<file path="config.mk">
export PLATFORM = sky130hd
export DESIGN_NAME = nvram_upload_reader
export DESIGN_NICKNAME = d
export VERILOG_FILES = /design/src/rtl/core_pkg.sv /design/src/rtl/nvram_rd_port.sv /design/src/rtl/nvram_upload_reader.sv
export SDC_FILE = /design/constraint.sdc
export NUM_CORES = 1
export LEC_CHECK = 0
export BUFFER_PORTS_ARGS = -buffer_cell sky130_fd_sc_hd__buf_2
export CAP_MARGIN = 20
export CORE_MARGIN = 3
export CORE_UTILIZATION = 46
export DETAILED_ROUTE_END_ITERATION = 6
export GPL_ROUTABILITY_DRIVEN = 0
export PLACE_DENSITY_LB_ADDON = 0.05
export SYNTH_ARGS = -nofsm -noshare
export SYNTH_HDL_FRONTEND = slang
export SYNTH_SLANG_ARGS = --single-unit
</file>
<file path="constraint.sdc">
create_clock -name clk_sys -period 2.25 [get_ports clk_sys]
set_input_delay 0.225 -clock clk_sys [delete_from_list [all_inputs] [get_ports clk_sys]]
set_output_delay 0.225 -clock clk_sys [all_outputs]
set_load 0.02 [all_outputs]
</file>
<file path="src/rtl/core_pkg.sv">
// Shared types and constants for the ioctl upload/download paths.
package core_pkg;

    localparam int unsigned IOCTL_AW = 27;
    localparam int unsigned CNT_W    = 3;

    localparam logic [7:0] OOR_BYTE    = 8'hFF;
    localparam logic [7:0] INDEX_ROM   = 8'd0;
    localparam logic [7:0] INDEX_NVRAM = 8'd4;
    localparam logic [7:0] INDEX_DIP   = 8'd254;

    typedef enum logic [2:0] {
        IDLE,
        REQ,
        SESSION,
        FETCH,
        LAT
    } state_t;

endpackage

</file>
<file path="src/rtl/nvram_rd_port.sv">
// Request/grant and read-latency sequencer for a shared, arbitrated byte RAM port.
module nvram_rd_port
    import core_pkg::*;
#(
    parameter int unsigned AW     = 10,
    parameter int unsigned RD_LAT = 2
) (
    input  logic          clk_sys,
    input  logic          reset,
    input  logic          start_c,
    input  logic          abort_c,
    input  logic [AW-1:0] addr,
    input  logic          ram_gnt,
    output logic          ram_req,
    output logic [AW-1:0] ram_addr,
    output logic          granted_c,
    output logic          done_c
);

    logic             r_req;
    logic             r_lat;
    logic [CNT_W-1:0] r_cnt;
    logic [AW-1:0]    r_addr;

    assign granted_c = r_req & ram_gnt;
    // Data is taken on the edge where the counter steps from 1 to 0.
    assign done_c    = r_lat & (r_cnt == CNT_W'(1));

    always_ff @(posedge clk_sys) begin
        if (reset) begin
            r_req  <= 1'b0;
            r_lat  <= 1'b0;
            r_cnt  <= '0;
            r_addr <= '0;
        end else if (abort_c) begin
            r_req <= 1'b0;
            r_lat <= 1'b0;
            r_cnt <= '0;
        end else if (start_c) begin
            r_req  <= 1'b1;
            r_addr <= addr;
        end else if (granted_c) begin
            r_req <= 1'b0;
            r_lat <= 1'b1;
            r_cnt <= CNT_W'(RD_LAT);
        end else if (r_lat) begin
            r_cnt <= r_cnt - CNT_W'(1);
            if (r_cnt == CNT_W'(1)) begin
                r_lat <= 1'b0;
            end
        end
    end

    assign ram_req  = r_req;
    assign ram_addr = r_addr;

endmodule

</file>
<file path="src/rtl/nvram_upload_reader.sv">
// Serves HPS ioctl upload reads from a core-side byte RAM, throttling HPS with ioctl_wait.
module nvram_upload_reader
    import core_pkg::*;
#(
    parameter int unsigned AW     = 10,
    parameter int unsigned SIZE   = 1024,
    parameter int unsigned RD_LAT = 2,
    parameter logic [7:0]  INDEX  = INDEX_NVRAM
) (
    input  logic                clk_sys,
    input  logic                reset,
    input  logic                save_req,
    input  logic                ioctl_upload,
    input  logic [7:0]          ioctl_index,
    input  logic                ioctl_rd,
    input  logic [IOCTL_AW-1:0] ioctl_addr,
    output logic                ioctl_upload_req,
    output logic [7:0]          ioctl_din,
    output logic                ioctl_wait,
    output logic                ram_req,
    input  logic                ram_gnt,
    output logic [AW-1:0]       ram_addr,
    input  logic [7:0]          ram_dout,
    output logic                busy
);

    localparam logic [IOCTL_AW-1:0] SIZE_L = IOCTL_AW'(SIZE);

    state_t     r_state, w_state_nxt;
    logic       r_wait, w_wait_nxt;
    logic       r_upreq, w_upreq_nxt;
    logic [7:0] r_din, w_din_nxt;
    logic       r_busy;
    logic       w_active, w_oor;
    logic       w_start, w_abort;
    logic       w_granted, w_done;

    assign w_active = ioctl_upload && (ioctl_index == INDEX);
    assign w_oor    = (ioctl_addr >= SIZE_L);

    always_ff @(posedge clk_sys) begin
        if (reset) begin
            r_state <= IDLE;
            r_wait  <= 1'b0;
            r_upreq <= 1'b0;
            r_din   <= 8'h00;
            r_busy  <= 1'b0;
        end else begin
            r_state <= w_state_nxt;
            r_wait  <= w_wait_nxt;
            r_upreq <= w_upreq_nxt;
            r_din   <= w_din_nxt;
            r_busy  <= (w_state_nxt != IDLE);
        end
    end

    always_comb begin
        w_state_nxt = r_state;
        w_wait_nxt  = r_wait;
        w_upreq_nxt = 1'b0;
        w_din_nxt   = r_din;
        w_start     = 1'b0;
        w_abort     = 1'b0;
        unique case (r_state)
            IDLE: begin
                w_wait_nxt = 1'b0;
                if (save_req) begin
                    w_state_nxt = REQ;
                    w_upreq_nxt = 1'b1;
                end else if (w_active) begin
                    w_state_nxt = SESSION;
                end
            end
            REQ: begin
                w_upreq_nxt = 1'b1;
                if (w_active) begin
                    w_state_nxt = SESSION;
                    w_upreq_nxt = 1'b0;
                end
            end
            SESSION: begin
                if (!w_active) begin
                    w_state_nxt = IDLE;
                    w_wait_nxt  = 1'b0;
                end else if (ioctl_rd && !r_wait) begin
                    // Bytes past SIZE answer immediately without touching the RAM port.
                    if (w_oor) begin
                        w_din_nxt = OOR_BYTE;
                    end else begin
                        w_start     = 1'b1;
                        w_wait_nxt  = 1'b1;
                        w_state_nxt = FETCH;
                    end
                end
            end
            FETCH: begin
                if (!w_active) begin
                    w_abort     = 1'b1;
                    w_wait_nxt  = 1'b0;
                    w_state_nxt = IDLE;
                end else if (w_granted) begin
                    w_state_nxt = LAT;
                end
            end
            LAT: begin
                if (!w_active) begin
                    w_abort     = 1'b1;
                    w_wait_nxt  = 1'b0;
                    w_state_nxt = IDLE;
                end else if (w_done) begin
                    w_din_nxt   = ram_dout;
                    w_wait_nxt  = 1'b0;
                    w_state_nxt = SESSION;
                end
            end
            default: begin
                w_state_nxt = IDLE;
                w_wait_nxt  = 1'b0;
            end
        endcase
    end

    nvram_rd_port #(
        .AW     (AW),
        .RD_LAT (RD_LAT)
    ) u_rd_port (
        .clk_sys   (clk_sys),
        .reset     (reset),
        .start_c   (w_start),
        .abort_c   (w_abort),
        .addr      (ioctl_addr[AW-1:0]),
        .ram_gnt   (ram_gnt),
        .ram_req   (ram_req),
        .ram_addr  (ram_addr),
        .granted_c (w_granted),
        .done_c    (w_done)
    );

    assign ioctl_upload_req = r_upreq;
    assign ioctl_din        = r_din;
    assign ioctl_wait       = r_wait;
    assign busy             = r_busy;

endmodule

</file>
## Word level (Yosys, flattened, before mapping)

Index checks and enable logic that the tools add are counted.

- Register bits: 29
- Bits of input ports: 49
- Output and inout bits: 22

- Reductions and logical operators: 14
- Bitwise logic cells: 5
- Add/sub/neg operators: 1
- Multiplexer cells: 38
- Equal/unequal tests: 15
- Magnitude comparators: 1

Operators by type and width:

| kind | number |
|---|---|
| 2-to-1 mux 8 bit | 5 |
| 2-to-1 mux 3 bit | 11 |
| greater-or-equal comparator 27 x 11 -> 1 bit (second input constant) | 1 |
| 2-to-1 mux 1 bit | 18 |
| one-hot mux 8 bit (2 select lines) | 1 |
| one-hot mux 3 bit (5 select lines) | 1 |
| inequality test 2 bit (second input constant) | 5 |
| equality test 8 x 3 -> 1 bit (second input constant) | 1 |
| equality test 3 x 1 -> 1 bit (second input constant) | 2 |
| equality test 3 x 2 -> 1 bit (second input constant) | 2 |
| inequality test 3 bit (second input constant) | 2 |
| AND reduction 6 bit | 1 |
| nonzero test 2 bit | 3 |
| AND reduction 5 bit | 1 |
| one-hot mux 1 bit (4 select lines) | 1 |
| AND reduction 2 bit | 2 |
| OR reduction 2 bit | 2 |
| equality test 3 bit (second input constant) | 1 |
| zero test 3 bit | 1 |
| inequality test 3 x 2 -> 1 bit (second input constant) | 1 |
| inverter 1 bit | 3 |
| nonzero test 3 bit | 1 |
| subtractor 3 x 1 -> 3 bit (second input constant) | 1 |
| bitwise AND 1 bit | 2 |
| other kinds (4) | 5 |

## Logic depth before layout (Yosys ltp)

Gate-level depths: netlist of the first run.

- Depth in word-level cells: 7
- Depth in mapped cells: 7
- Depth with buffers taken out: 7

## Modules after synthesis

From an unflattened synthesis of the first run, not the netlist that was laid out.

- Cells, all modules: 171
- Area, all modules: 1382.6 µm²

By module, submodules not included:

| module | instances | area each (µm²) | cells an instance |
|---|---|---|---|
| nvram_upload_reader | 1 | 770.7 | 94 |
| nvram_rd_port | 1 | 611.8 | 77 |

## Least setup slack after synthesis of the first run

No wires, ideal clock.

- Path kind: register to register
- From: reg r_state[0]
- To: reg r_din[0] (netlist: ioctl_din[0])
- Cell stages (with the launch flop): 8
- Period minus slack after synthesis: 1.584 ns
- Arrival time: 1.446 ns
- Library setup time: 0.138 ns
- Setup slack: 0.666 ns
- Cells stage by stage: dfxtp_1 -> clkbuf_1 -> nor2_1 -> nand2_1 -> or3_1 -> clkbuf_1 -> nor2_1 -> nor3_2

- Longest elaborated chain between the ends: 3
- Elaborated cells between the ends (all ways): 10

RTL lines:

| element | line | text |
|---|---|---|
| start: declaration | nvram_upload_reader.sv:29 | `state_t r_state, w_state_nxt;` |
| start signal: assignment | nvram_upload_reader.sv:49 | `r_state <= w_state_nxt;` |
| equality test 3 bit / equality test 3 x 2 -> 1 bit (equally long branches) | nvram_upload_reader.sv:64 | `unique case (r_state)` |
| inequality test 2 x 1 -> 1 bit (no line), or another cell as far along | -- |  |
| AND reduction 6 bit (no line) | -- |  |
| end signal: assignment | nvram_upload_reader.sv:52 | `r_din <= w_din_nxt;` |
| end: declaration | nvram_upload_reader.sv:32 | `logic [7:0] r_din, w_din_nxt;` |

Several ways; a longest one is shown, not always the timed one.
A chain may end at the register's enable or synchronous reset.

## Worst setup path in the final report of the first run

- From: reg r_state[1]
- To: reg u_rd_port.r_cnt[2]

- Longest elaborated chain between the ends: 4
- Elaborated cells between the ends (all ways): 9

RTL lines:

| element | line | text |
|---|---|---|
| equality test 3 bit / equality test 3 x 2 -> 1 bit (equally long branches) | nvram_upload_reader.sv:64 |  |
| OR reduction 2 bit (no line) / 2-to-1 mux 1 bit (equally long branches) | -- |  |
| 2-to-1 mux 1 bit / inverter 1 bit (equally long branches) | -- |  |
| OR reduction 2 bit (no line) / AND reduction 2 bit (equally long branches) | -- |  |
| end signal: assignment | nvram_rd_port.sv:45 | `r_cnt <= CNT_W'(RD_LAT);` |
| end signal: assignment | nvram_rd_port.sv:47 | `r_cnt <= r_cnt - CNT_W'(1);` |
| end: declaration | nvram_rd_port.sv:22 | `logic [CNT_W-1:0] r_cnt;` |

Several ways; a longest one is shown, not always the timed one.

==> results of run 1 <==
-- flip-flops by register name, summed over array words and instances (netlist names) --
signal and flops:
busy 1, ioctl_din 8, ioctl_upload_req 1, ioctl_wait 1, r_state 3, u_rd_port.r_cnt 3, u_rd_port.r_lat 1, u_rd_port.ram_addr 10
u_rd_port.ram_req 1
-- routing by layer --
| metal | track usage (%) | part of all wire, % | vias up | routed length, µm |
|---|---|---|---|---|
| li1 | - | - | 803 | - |
| met1 | 24.3 | 44 | 721 | 1610 |
| met2 | 32.1 | 48 | 59 | 1770 |
| met3 | 5.58 | 8.0 | 2 | 296 |
| met4 | 4.96 | 0.46 | 0 | 17 |
| met5 | 0 | 0 | - | 0 |
-- layout make-up --
cell class              instances  share of cell area (%)
flip-flops and latches         29                    29.4
clock inverters                 1                   0.254
repair buffers                 76                    20.1
clock buffers                   7                    3.30
well taps                      44                    2.79
multi-input cells             141                    43.6
inverters                       3                   0.571
-- how the worst min path moves through the flow --
stage | start | endpoint | cells past startpoint
after floorplan | ioctl_addr[0] | u_rd_port.ram_addr[0] | 2
after global placement | u_rd_port.ram_addr[0] | u_rd_port.ram_addr[0] | 2
after detailed placement | u_rd_port.ram_addr[7] | u_rd_port.ram_addr[7] | 2
after CTS | ioctl_addr[6] | u_rd_port.ram_addr[6] | 3
after global routing | ioctl_addr[0] | u_rd_port.ram_addr[0] | 3
final | ioctl_addr[0] | u_rd_port.ram_addr[0] | 3
-- stage by stage --
stage          util, %  hold slack [ns]  power [mW]  setup WS, ns
2_1_floorplan        -            0.365       0.566         0.666
3_3_place_gp      61.8            0.437       0.619         0.444
3_5_place_dp      61.8            0.441       0.620         0.424
4_1_cts           64.1            0.125       0.976         0.525
5_1_grt           64.1            0.128        1.01         0.379
6_report          64.1            0.133       0.970         0.516
-- Yosys cell counts, drive strengths merged (4+ instances only) --
cell type	instances
a21oi	20
and3	4
clkbuf	6
dfxtp	29
nand2	29
nand2b	4
nand3	4
nor2	14
nor2b	4
nor3	20
nor4	4
o21ai	11
-- worst max-delay path, delay by kind of cell (launching register included) --
family,cells,cell delay (ns)
flops,1,0.48
simple gates,4,0.87
buf+inv,1,0.20
compound gates,1,0.05
-- power groups by stage --
stage / registers, mW / logic (mW) / clock network [mW]
after floorplan: 0.534 / 0.0323 / 0
after global placement: 0.530 / 0.0893 / 0
after detailed placement: 0.530 / 0.0897 / 0
after CTS: 0.518 / 0.0899 / 0.368
final: 0.518 / 0.0899 / 0.362
after global routing: 0.519 / 0.100 / 0.392
-- cell families after synthesis --
| family | count (synthesis) | share of synthesized area [%] |
|---|---|---|
| simple gates | 97 | 37.8 |
| compound gates | 42 | 18.0 |
| flops | 29 | 38.8 |
| buf+inv | 12 | 3.68 |
| fa+ha+maj | 2 | 1.67 |
==> Implementation_results.wiki, run 1 <==
{| class="wikitable"
! Metric !! Value
|-
| Starting density of the core || 48.6%
|-
| Clock tree from TritonCTS || done
|-
| Area taken by multi-input logic gates || 860 µm²
|-
| Register Area || 581 µm²
|-
| Most area-hungry cell type in the Yosys netlist || dfxtp_1
|-
| Average footprint of a synthesized cell || 8.22 µm²
|-
| Half-perimeter wire length of the detailed placement result || 2840 µm
|-
| Unrepaired setup endpoints after global routing || false
|-
| Number of antenna violations at the first check in global routing || 0
|-
| Netlist cell types || 37
|-
| Number of pins exceeding their max-slew limit in the final report || 0
|-
| Die ar. || 0.00397 mm²
|-
| Floorplan die width || 63.0 µm
|-
| Worst Max-Slew Pin Slew || 0.536 ns
|-
| Fraction of the yosys area taken by sequential cells || 38.8%
|-
| Post-place instance area || 0.00190 mm²
|-
| Avg WL per Cell || 12.3 µm
|-
| I/O pin count || 71
|-
| Core Area || 0.00308 mm²
|-
| Type of destination of the critical path || flip-flop
|-
| Number of instances resized during post-cts repair || 0
|-
| Share of total power consumed by net switching || 23.4%
|-
| Die outline height || 63.0 µm
|-
| Buffers inserted during post-CTS setup optimization || 0
|-
| Overall fraction of global-route tracks in use || between 10% and 20%
|-
| Internal power || between 0.7 and 0.8 mW
|-
| Port Buffers || 70
|-
| Worst setup path startpoint || r_state[1]
|-
| Worst-skew pair later-pin latency || 0.32 ns
|-
| Fin crit share || 77.1%
|-
| Via density || 5.27
|-
| Remaining number of nets flagged by the antenna check after routing || 0
|-
| Slowest CP cell || dfxtp_1
|-
| Hold WC Path Type || in2reg
|-
| CP Capture Point || u_rd_port.r_cnt[2]
|-
| Final period demand of the worst path || 1.73 ns
|-
| Syn-to-layout area delta || 31.9%
|-
| Residual overflow from global routing || 0
|-
| Result of the run || finished, final reports clean
|-
| Post-synth EDFFs || 0
|-
| Standard-cell row count || 20
|-
| Post-Route Skew || 0.00825 ns
|-
| Final routed wirelength across all metal layers || 3700 µm
|-
| Number of detailed-route iterations in the first pass || 4
|-
| Static Leak || 0.834 nW
|-
| Highest-count cells in the layout ignoring fill and taps || buf_2 (70), nand2_1 (29), dfxtp_1 (29)
|-
| Synth warnings || 0
|-
| Filler cell count in the final layout || 317
|-
| Capturing point of the worst reg2reg path || u_rd_port.r_cnt[2]
|-
| Relative contribution of sequential cells to total power || a little over half
|-
| Clock Power Share || 37.3%
|-
| Synth area leaders || dfxtp_1 (39%), nand2_1 (7.3%), a21oi_1 (6.7%)
|-
| Number of buffers inserted for hold repair after clock tree synthesis || 0
|-
| Kind of start point of the critical path || flip-flop
|-
| Largest voltage drop on the vdd net || 0.399 mV
|-
| Combined area of all synthesized cells || 0.00150 mm²
|-
| Number of cells on the worst reg-to-reg path || 6
|-
| Critical path arrival || 1.93 ns
|-
| Instance count of the mapped netlist || 182
|-
| Fraction of registers with async set or reset after synthesis || 0%
|-
| Number of global-route vias before repair || around 1.4k
|-
| Category of the critical setup timing path || reg2reg
|-
| Buffer depth of the longest clock path || 2
|-
| Pin count of the biggest net entering global routing || 21
|-
| Wire length of the first global-routing pass || around 6300 µm
|-
| Slack of the worst reg-to-reg path || 0.52 ns
|-
| Setup violators final || 0
|-
| Number of nets produced by synthesis || ~230
|-
| Via count || 1585
|-
| Share of the synthesized area in the top cell type || 38.8%
|-
| Number of design-rule violations left by the first detailed-router iteration || 74
|-
| CTS H-tree depth || 2
|-
| Post-synthesis sequential element count || 29
|-
| Most common library cell in the layout ignoring fill and taps || buf_2
|-
| Primary FF master, synth || dfxtp_1
|-
| Placed insts || roughly 300
|-
| Normalized max-slew margin || 64.2%
|-
| CTS root buffer || clkbuf_4
|-
| Final cell count without fillers || 301
|-
| Maximum operating frequency || 577 MHz
|-
| Area of all placed cells without fillers || a little under 0.002 mm²
|-
| Share of cells above drive strength 1 || approximately two fifths
|-
| Net switching power of the design || 0.227 mW
|-
| DRC Markers || 0
|-
| CP required || 2.45 ns
|-
| Startpoint of the lowest-slack register-to-register path || r_state[1]
|-
| Diodes inserted || 0
|-
| Final sum of negative setup slack || 0 ns
|-
| Net count, final || 307
|-
| Maximum single-stage delay on the critical path || approximately 0.48 ns
|-
| Clock-pin slew on the worst setup and hold paths || 0.10 ns
|-
| Clock net sink count || 29
|-
| Cells traversed along the worst timing path || nand2b_1, nor3b_1, and4_1, buf_4, or3_1, a21oi_1
|-
| Logic pwr share || under 10%
|-
| Largest fanout on the critical path || 11
|-
| Final Hold Violating Endpoints || 0
|-
| PwrDens || 492 mW/mm²
|-
| CTS buffer count || 5
|-
| Max-cap violations || 0
|}
Power figures use the tool's default switching activity.
==> inputs of run 2 (changes only) <==
Settings changed: CORE_UTILIZATION 46 to 41.
Clock period 2.25 ns to 1.4 ns, I/O delays scaled along.
==> Implementation_results.wiki, run 2 (synthesis results as in run 1) <==
{| class="wikitable"
! Metric !! Value
|-
| Remaining number of nets flagged by the antenna check after routing || 0
|-
| Normalized max-slew margin || 82.4%
|-
| Number of pins exceeding their max-slew limit in the final report || 0
|-
| PwrDens || 631 mW/mm²
|-
| Syn-to-layout area delta || 59.3%
|-
| Most common library cell in the layout ignoring fill and taps || buf_2
|-
| End-of-flow core utilization || ~70%
|-
| Largest voltage drop on the vdd net || 0.468 mV
|-
| Clock Power Share || 33.0%
|-
| DRC Markers || 0
|-
| Maximum operating frequency || 677 MHz
|-
| Die outline height || 66.4 µm
|-
| I/O pin count || 71
|-
| Via count || 1704
|-
| Standard-cell row count || 21
|-
| Share of cells above drive strength 1 || 57.6%
|-
| Wire length of the first global-routing pass || 6650 µm
|-
| Result of the run || finished, violations left
|-
| Max-cap violations || 0
|-
| Clock tree from TritonCTS || done
|-
| Crit path setup slack, layout || -0.0761 ns
|-
| Final routed wirelength across all metal layers || between 4000 and 5000 µm
|-
| Number of antenna violations at the first check in global routing || 0
|-
| Overall fraction of global-route tracks in use || 19.6%
|-
| CTS H-tree depth || 2
|-
| Port Buffers || 70
|-
| Share of total power consumed by net switching || 26.1%
|-
| Die ar. || between 0.004 and 0.005 mm²
|-
| Final period demand of the worst path || about 1.5 ns
|-
| Half-perimeter wire length of the detailed placement result || 3260 µm
|-
| Category of the critical setup timing path || reg2reg
|-
| Clock-pin slew on the worst setup and hold paths || ~0.10 ns
|-
| Internal power || 1.11 mW
|-
| Number of detailed-route iterations in the first pass || 4
|-
| Post-Route Skew || 0.00608 ns
|-
| Clock net sink count || 29
|-
| Starting density of the core || 43.8%
|-
| Type of destination of the critical path || flip-flop
|-
| Max reg flops || 10
|-
| Highest-count cells in the layout ignoring fill and taps || buf_2 (70), buf_4 (31), nand2_1 (28)
|-
| Unrepaired setup endpoints after global routing || true
|-
| Core Area || between 0.003 and 0.004 mm²
|-
| Fin crit share || 105%
|-
| CTS root buffer || clkbuf_4
|-
| Setup violators final || 11
|-
| Logic pwr share || about an eighth
|-
| Static Leak || 1.00 nW
|-
| Final sum of negative setup slack || -0.647 ns
|-
| Worst Max-Slew Pin Slew || 0.264 ns
|-
| Buffer depth of the longest clock path || 2
|-
| Relative contribution of sequential cells to total power || 55.3%
|-
| Setup WS pre-CTS || -0.243 ns
|-
| Hold WC Path Type || in2reg
|-
| Largest fanout on the critical path || 8
|-
| Final Hold Violating Endpoints || 0
|-
| Avg WL per Cell || 12.9 µm
|-
| Net switching power of the design || 0.393 mW
|-
| Kind of start point of the critical path || flip-flop
|-
| Via density || 5.10
|-
| Violations in the final reports || setup timing
|-
| Net count, final || roughly 340
|-
| Number of buffers inserted for hold repair after clock tree synthesis || 0
|-
| CTS buffer count || 5
|-
| Floorplan die width || 66.4 µm
|-
| CP required || 1.64 ns
|-
| Filler cell count in the final layout || 296
|-
| Residual overflow from global routing || 0
|-
| Diodes inserted || 0
|-
| Worst-skew pair later-pin latency || 0.34 ns
|-
| Pin count of the biggest net entering global routing || 13
|-
| Number of global-route vias before repair || 1550
|-
| Critical path arrival || between 1.5 and 2 ns
|-
| Number of design-rule violations left by the first detailed-router iteration || 54
|}
## run 2: cell count changes in the layout (fill, tap and decap cells not counted), sizes merged
cell | previous run | this run
clkbuf | 7 | 6
buf | 76 | 107
clkinv | 1 | 2
## run 2: critical path: stages (launching register included)
cell,delay [ns]
dfxtp_2,0.33
inv_2,0.07
ha_4,0.13
nand3b_1,0.17
or3_1,0.37
buf_6,0.17
nor2_2,0.09
nor3_2,0.04
## run 2: final cells by class
cell class	instances	area (µm²)	share of cell area, %
multi-input cells	141	1020	43.0
repair buffers	107	651	27.3
flip-flops and latches	29	587	24.6
well taps	46	57.6	2.42
clock buffers	6	41.3	1.73
inverters	3	11.3	0.473
clock inverters	2	10.0	0.420
## run 2: timing repair
item                                    4_1_cts  5_1_grt
resized for setup                            17       25
endpoints found under the setup margin       26       28
setup buffers                                 0        1
pin swaps                                    10        9
## run 2: metal layers
metal / global-route usage, % / wire length, µm
met1: 24.4 / 1900
met2: 31.4 / 2130
met3: 4.76 / 255
met4: 9.39 / 39
met5: 0 / 0
## run 2: final timing paths
kind	slack, ns	to	depth (start not counted)	startpoint
max	-0.08	ioctl_din[2]	7	u_rd_port.r_cnt[1]
min reg2reg	0.46	u_rd_port.ram_addr[3]	2	u_rd_port.ram_addr[3]
min	0.03	ioctl_din[4]	3	ram_dout[4]
max reg2reg	-0.08	ioctl_din[2]	7	u_rd_port.r_cnt[1]
## run 2: power groups by stage
stage               Clock [mW]  Combinational (mW)  Sequential (mW)
floorplan                    0              0.0575            0.858
global placement             0               0.168            0.852
detailed placement           0               0.168            0.852
CTS                      0.504               0.171            0.831
global route             0.549               0.193            0.831
finish                   0.497               0.176            0.831
## run 2: stage by stage
stage               cell area (µm²)  instances  total power, mW  hold WS [ns]
global placement               2160        325             1.02         0.382
CTS                            2280        333             1.51        0.0309
floorplan                      1550        182            0.915         0.280
finish                         2380        334             1.50        0.0336
global route                   2380        334             1.57        0.0202
detailed placement             2160        325             1.02         0.390
